$ cat config.mk
export PLATFORM = sky130hd
export DESIGN_NAME = host_mem_rd_arbiter
export DESIGN_NICKNAME = d
export VERILOG_FILES = /design/src/rtl/host_mem_rd_arbiter.sv
export SDC_FILE = /design/constraint.sdc
export NUM_CORES = 1
export LEC_CHECK = 0
export CAP_MARGIN = 20
export CELL_PAD_IN_SITES_DETAIL_PLACEMENT = 1
export CELL_PAD_IN_SITES_GLOBAL_PLACEMENT = 2
export CORE_AREA = 2 2 472 474
export DETAILED_ROUTE_END_ITERATION = 7
export DIE_AREA = 0 0 474 476
export GPL_TIMING_DRIVEN = 1
export PLACE_DENSITY_LB_ADDON = 0.1
export SYNTH_ARGS = -nofsm -noshare
export SYNTH_HDL_FRONTEND = slang
export SYNTH_SLANG_ARGS = --single-unit
$ cat constraint.sdc
create_clock -name clk -period 5.81 [get_ports clk]
set_clock_uncertainty 0.1 [all_clocks]
set_input_delay 1.162 -clock clk [delete_from_list [all_inputs] [get_ports clk]]
set_output_delay 1.162 -clock clk [all_outputs]
set_load 0.005 [all_outputs]
$ cat src/rtl/host_mem_rd_arbiter.sv
// Round-robin arbiter sharing one host-memory Avalon read channel between NUM_REQ requesters.
// Whole bursts are granted, and an in-order tag FIFO steers each response beat back to its owner.

module host_mem_rd_arbiter #(
    parameter int NUM_REQ         = 2,
    parameter int ADDR_WIDTH      = 48,
    parameter int DATA_WIDTH      = 512,
    parameter int BURST_CNT_WIDTH = 6,
    parameter int TAG_DEPTH       = 32
) (
    input  logic                               clk,
    input  logic                               reset_n,
    input  logic [NUM_REQ*ADDR_WIDTH-1:0]      req_address,
    input  logic [NUM_REQ*BURST_CNT_WIDTH-1:0] req_burstcount,
    input  logic [NUM_REQ-1:0]                 req_read,
    output logic [NUM_REQ-1:0]                 req_waitrequest,
    output logic [DATA_WIDTH-1:0]              req_readdata,
    output logic [NUM_REQ-1:0]                 req_readdatavalid,
    output logic [ADDR_WIDTH-1:0]              hm_address,
    output logic [BURST_CNT_WIDTH-1:0]         hm_burstcount,
    output logic                               hm_read,
    input  logic                               hm_waitrequest,
    input  logic [DATA_WIDTH-1:0]              hm_readdata,
    input  logic                               hm_readdatavalid,
    output logic [$clog2(TAG_DEPTH):0]         outstanding,
    output logic                               err
);

    // state     | meaning
    // ST_OPEN   | no request pending; sel follows the round-robin search
    // ST_LOCKED | a request was stalled by waitrequest; sel pinned to lock_id

    localparam int ID_W  = (NUM_REQ > 1) ? $clog2(NUM_REQ) : 1;
    localparam int PTR_W = $clog2(TAG_DEPTH);
    localparam int CNT_W = PTR_W + 1;
    localparam logic [CNT_W-1:0] FULL_CNT = CNT_W'(TAG_DEPTH);

    typedef enum logic {
        ST_OPEN,
        ST_LOCKED
    } state_t;

    state_t state, state_nx;

    logic [ID_W-1:0]            rr_ptr;
    logic [ID_W-1:0]            lock_id;
    logic [ID_W-1:0]            sel;
    logic [ID_W-1:0]            sel_open;
    logic [ID_W-1:0]            idx;
    logic                       found;
    logic                       eligible;
    logic                       accept;

    logic [ADDR_WIDTH-1:0]      addr_arr [NUM_REQ];
    logic [BURST_CNT_WIDTH-1:0] bc_arr   [NUM_REQ];

    logic [ID_W-1:0]            tag_id [TAG_DEPTH];
    logic [BURST_CNT_WIDTH-1:0] tag_bc [TAG_DEPTH];
    logic [PTR_W-1:0]           wr_ptr;
    logic [PTR_W-1:0]           rd_ptr;
    logic [CNT_W-1:0]           count;
    logic                       full;
    logic                       empty;
    logic                       push;
    logic                       pop;
    logic [ID_W-1:0]            head_id;
    logic [BURST_CNT_WIDTH-1:0] head_bc;
    logic [BURST_CNT_WIDTH-1:0] beat_cnt;
    logic                       beat_ok;
    logic                       last_beat;
    logic [NUM_REQ-1:0]         vld_nx;

    for (genvar g = 0; g < NUM_REQ; g++) begin : g_unpack
        assign addr_arr[g] = req_address[g*ADDR_WIDTH +: ADDR_WIDTH];
        assign bc_arr[g]   = req_burstcount[g*BURST_CNT_WIDTH +: BURST_CNT_WIDTH];
    end

    // First requester at or after rr_ptr, with wrap-around.
    always_comb begin
        sel_open = '0;
        found    = 1'b0;
        idx      = '0;
        for (int i = 0; i < NUM_REQ; i++) begin
            idx = ID_W'((int'(rr_ptr) + i) % NUM_REQ);
            if (!found && req_read[idx]) begin
                found    = 1'b1;
                sel_open = idx;
            end
        end
    end

    assign sel      = (state == ST_LOCKED) ? lock_id : sel_open;
    assign eligible = (state == ST_LOCKED) ? req_read[lock_id] : found;

    assign full    = (count == FULL_CNT);
    assign empty   = (count == '0);
    assign hm_read = reset_n && eligible && !full;
    assign accept  = hm_read && !hm_waitrequest;

    assign hm_address    = addr_arr[sel];
    assign hm_burstcount = bc_arr[sel];

    always_comb begin
        req_waitrequest = '1;
        for (int i = 0; i < NUM_REQ; i++) begin
            req_waitrequest[i] = !(accept && (sel == ID_W'(i)));
        end
    end

    always_ff @(posedge clk) begin
        if (!reset_n) begin
            state <= ST_OPEN;
        end else begin
            state <= state_nx;
        end
    end

    always_comb begin
        state_nx = state;
        case (state)
            ST_OPEN:   if (hm_read && hm_waitrequest) state_nx = ST_LOCKED;
            ST_LOCKED: if (accept) state_nx = ST_OPEN;
            default:   state_nx = ST_OPEN;
        endcase
    end

    always_ff @(posedge clk) begin
        if (!reset_n) begin
            lock_id <= '0;
            rr_ptr  <= '0;
        end else begin
            if (state == ST_OPEN && hm_read && hm_waitrequest) begin
                lock_id <= sel;
            end
            if (accept) begin
                rr_ptr <= (sel == ID_W'(NUM_REQ - 1)) ? '0 : sel + 1'b1;
            end
        end
    end

    // Tag FIFO: one entry per accepted burst, popped on its last response beat.
    assign push      = accept;
    assign head_id   = tag_id[rd_ptr];
    assign head_bc   = tag_bc[rd_ptr];
    assign beat_ok   = hm_readdatavalid && !empty;
    assign last_beat = (head_bc == '0) || (beat_cnt == head_bc - BURST_CNT_WIDTH'(1));
    assign pop       = beat_ok && last_beat;

    always_ff @(posedge clk) begin
        if (push) begin
            tag_id[wr_ptr] <= sel;
            tag_bc[wr_ptr] <= hm_burstcount;
        end
    end

    always_ff @(posedge clk) begin
        if (!reset_n) begin
            wr_ptr   <= '0;
            rd_ptr   <= '0;
            count    <= '0;
            beat_cnt <= '0;
        end else begin
            if (push) wr_ptr <= wr_ptr + 1'b1;
            if (pop)  rd_ptr <= rd_ptr + 1'b1;
            if (push && !pop) begin
                count <= count + 1'b1;
            end else if (pop && !push) begin
                count <= count - 1'b1;
            end
            if (beat_ok) begin
                beat_cnt <= last_beat ? '0 : beat_cnt + 1'b1;
            end
        end
    end

    always_comb begin
        vld_nx = '0;
        if (beat_ok) vld_nx[head_id] = 1'b1;
    end

    always_ff @(posedge clk) begin
        if (!reset_n) begin
            req_readdatavalid <= '0;
            req_readdata      <= '0;
            err               <= 1'b0;
        end else begin
            req_readdatavalid <= vld_nx;
            if (beat_ok) req_readdata <= hm_readdata;
            if ((hm_readdatavalid && empty) || (accept && hm_burstcount == '0)) begin
                err <= 1'b1;
            end
        end
    end

    assign outstanding = count;

endmodule

==> impl_results.md <==
- Pre-antenna DRT Iters: 5
- EDFF count, synth: 224
- Max Root-Sink Buffers: 3
- Synth top cells by count: nand2_1, dfxtp_1, a21boi_0
- Worst-path clk slew: about 0.060 ns
- Worst IR Drop VDD: 0.000219 V
- Initial Utilization: approximately 13%
- Routability Congestion: between 0.8 and 0.9
- Async SR Flop Fraction: 0%
- Crit Path Max Fanout: 15
- Cells after Synth: approximately 2900
- # DRC: 0
- Die ar.: approximately 230000 um^2
- Leak: about 0.016 uW
- Hold Path Class: reg2reg
- First-pass GRT wire length: ~240 mm
- Max capacitance violation total: 0
- Setup Fix Bufs, Post-CTS: 0
- DP Area: 45500 um^2
- Fraction of layout instances using a drive strength above 1: 8.55%
- Design area: about 50000 um^2
- Hold_ws: approximately 0.36 ns
- Yosys reg bits: approximately 770
- CP endpoint kind: register
- Final setup viols: 0
- TritonCTS clock tree: yes
- Syn Nets: roughly 3500
- Largest net degree at the start of global routing: ~160
- Synth cell types: 46
- Total power: roughly 16000 uW
- Reg2reg setup slack: 0.45 ns
- Primary FF master, synth: dfxtp_1
- Worst-Skew Late Latency: between 0.7 and 0.8 ns
- Setup Slack @ Placement: 0.251 ns
- Syn-to-layout area delta: 65.0%
- Total track usage: about 16%
- Drt initial violations: between 800 and 900
- Ranking of synthesized cells by area: dfxtp_1, edfxtp_1, nand2_1, a21boi_0, mux4_2
- Post-synthesis cell area: 29800 um^2
- Die extent in y: ~480 um
- Core ar.: roughly 220000 um^2
- DR vias: 25800
- Sequential area share after synthesis: between 50% and 60%
- DIE WIDTH: 474 um
- FILL cells: between 20000 and 30000
- WL/cell: around 26 um
- I/O Pins: between 1000 and 1500
- Number of global-route vias before repair: about 27000
- Hold-fix buffers at CTS: 0
- Clock Root Buffer: clkbuf_16
- CP Class: reg2reg
- Fin nets: between 4000 and 5000
- Crit path required time: between 6 and 7 ns
- Clk sink count: ~770
- Final Max Tran Viols: 0
- H-tree Lvls: 3
- Area leader, netlist: dfxtp_1
- Critical path startpoint category: register
- Antenna Nets Post-Route: 0
- CTS buffer count: between 100 and 150
- PwrDens: approximately 330 nW/um^2
- Fin crit share: between 90% and 100%
- GRT overflow: 0
- DP HPWL: approximately 140 mm
- Row count: between 150 and 200
- I/O Buffers: about 1200
- RSZ-0062 raised after global routing: no
- Final Hold Viols: 0
- Final wirelength: about 180 mm
- Status: completed
- Yosys warning total: 0
- Fin crit period: 5.36 ns
- Cell with the most instances after synthesis: nand2_1
- Final WS setup: about 0.45 ns
- Headroom to the max-slew limit: between 30% and 40%
- CP Data Arrival Time: 5.91 ns
- Vias per inst: approximately 3.6
- Syn Area/Cell: 10.4 um^2
- Worst-Margin Slew: around 1.0 ns
- Max Freq: roughly 0.19 GHz
- Final setup TNS: 0 ns
- Post-synth top area share: around 37%
- Initial antenna violation count: 96
final timing paths:
check | start | to | cells after the start
hold reg to reg | req_readdata[342]$_SDFFE_PN0P_ | req_readdata[342]$_SDFFE_PN0P_ | 2
setup / recovery | register | outstanding[5]$_SDFFE_PN0P_ | 20
setup reg to reg | register | outstanding[5]$_SDFFE_PN0P_ | 20
hold / removal | req_readdata[342]$_SDFFE_PN0P_ | req_readdata[342]$_SDFFE_PN0P_ | 2
sequential cells by signal (all words and copies together), names as in the netlist, named ones only:
register	cells
wr_ptr	5
tag_bc	192
req_readdata	512
outstanding	6
beat_cnt	6
lock_id	1
tag_id	32
rd_ptr	5
req_readdatavalid	2
err	1
rr_ptr	1
cells in the final DEF (no fill, tap or decap), types with 9 or more instances in the layout:
master	count
a21boi_0	517
buf_12	11
buf_4	62
bufinv_16	9
clkbuf_1	32
clkbuf_16	110
clkbuf_8	16
clkdlybuf4s50_1	1202
clkinv_2	17
dfxtp_1	542
diode_2	15
edfxtp_1	224
ha_1	13
inv_1	12
mux2_2	54
mux2i_1	11
mux4_1	18
mux4_2	46
nand2_1	1055
nand3_1	10
nor2_1	43
o21ai_0	13
o22ai_1	10
xnor2_1	12
critical path: stages, from the launching register on:
cell      delay, ns
dfxtp_4        0.47
buf_12         0.21
mux4_1         0.58
mux4_2         0.55
mux2i_4        0.23
nand2_1        0.10
nor3_1         0.24
xnor2_1        0.17
a41oi_2        0.26
nor2_1         0.40
inv_1          0.10
ha_1           0.25
inv_1          0.17
ha_1           0.28
a21oi_1        0.15
nand2_1        0.10
a21o_1         0.19
a21oi_1        0.17
xnor2_1        0.09
or3_1          0.30
a21boi_0       0.16
report_power, final:
group          switching, uW  internal, uW  leakage, uW
Clock                   2820          4100      0.00178
Sequential               238          5980      0.00647
Combinational           1730          1550      0.00810
Total                   4790         11600       0.0163
cell families after synthesis:
logic type / Yosys count / synth area share (%)
XOR/XNOR: 20 / 0.613
AO/OA/AOI/OAI: 558 / 13.9
AND/OR/NAND/NOR: 1154 / 15.0
flip-flops: 769 / 59.2
buffers and inverters: 215 / 2.96
adder cells (fa/ha/maj): 14 / 0.613
multiplexers: 132 / 7.70
stage by stage:
step,utilization (%),std cells
after CTS,22.2,7114
after global routing,22.2,7117
after global placement,20.5,6905
after floorplan,-,2862
after detailed placement,20.6,6911
final,22.2,7129
cell type report:
cell class                 count  area, um^2  share of cell area (%)
inverter                      12        45.0                  0.0917
sequential                   769       17600                    35.9
antenna                       15        37.5                  0.0764
tap                         2975        3720                    7.58
timing repair buffer        1277       12700                    25.9
clock inverter                45         551                    1.12
multi-input combinational   1878       11300                    23.0
clock buffer                 158        3090                    6.30
routing by layer:
| layer | wire length [um] | global-route usage, % |
|---|---|---|
| met5 | 612 | 0 |
| met4 | 4040 | 3.90 |
| met3 | 17000 | 6.67 |
| met2 | 86800 | 26.3 |
| met1 | 73400 | 17.9 |
timing repair:
item                                   CTS  global route
endpoints found under the hold margin    0             0
resized for setup                        0             1
setup endpoints to repair                0             1
No activity file was read; power rests on OpenSTA's default activity.
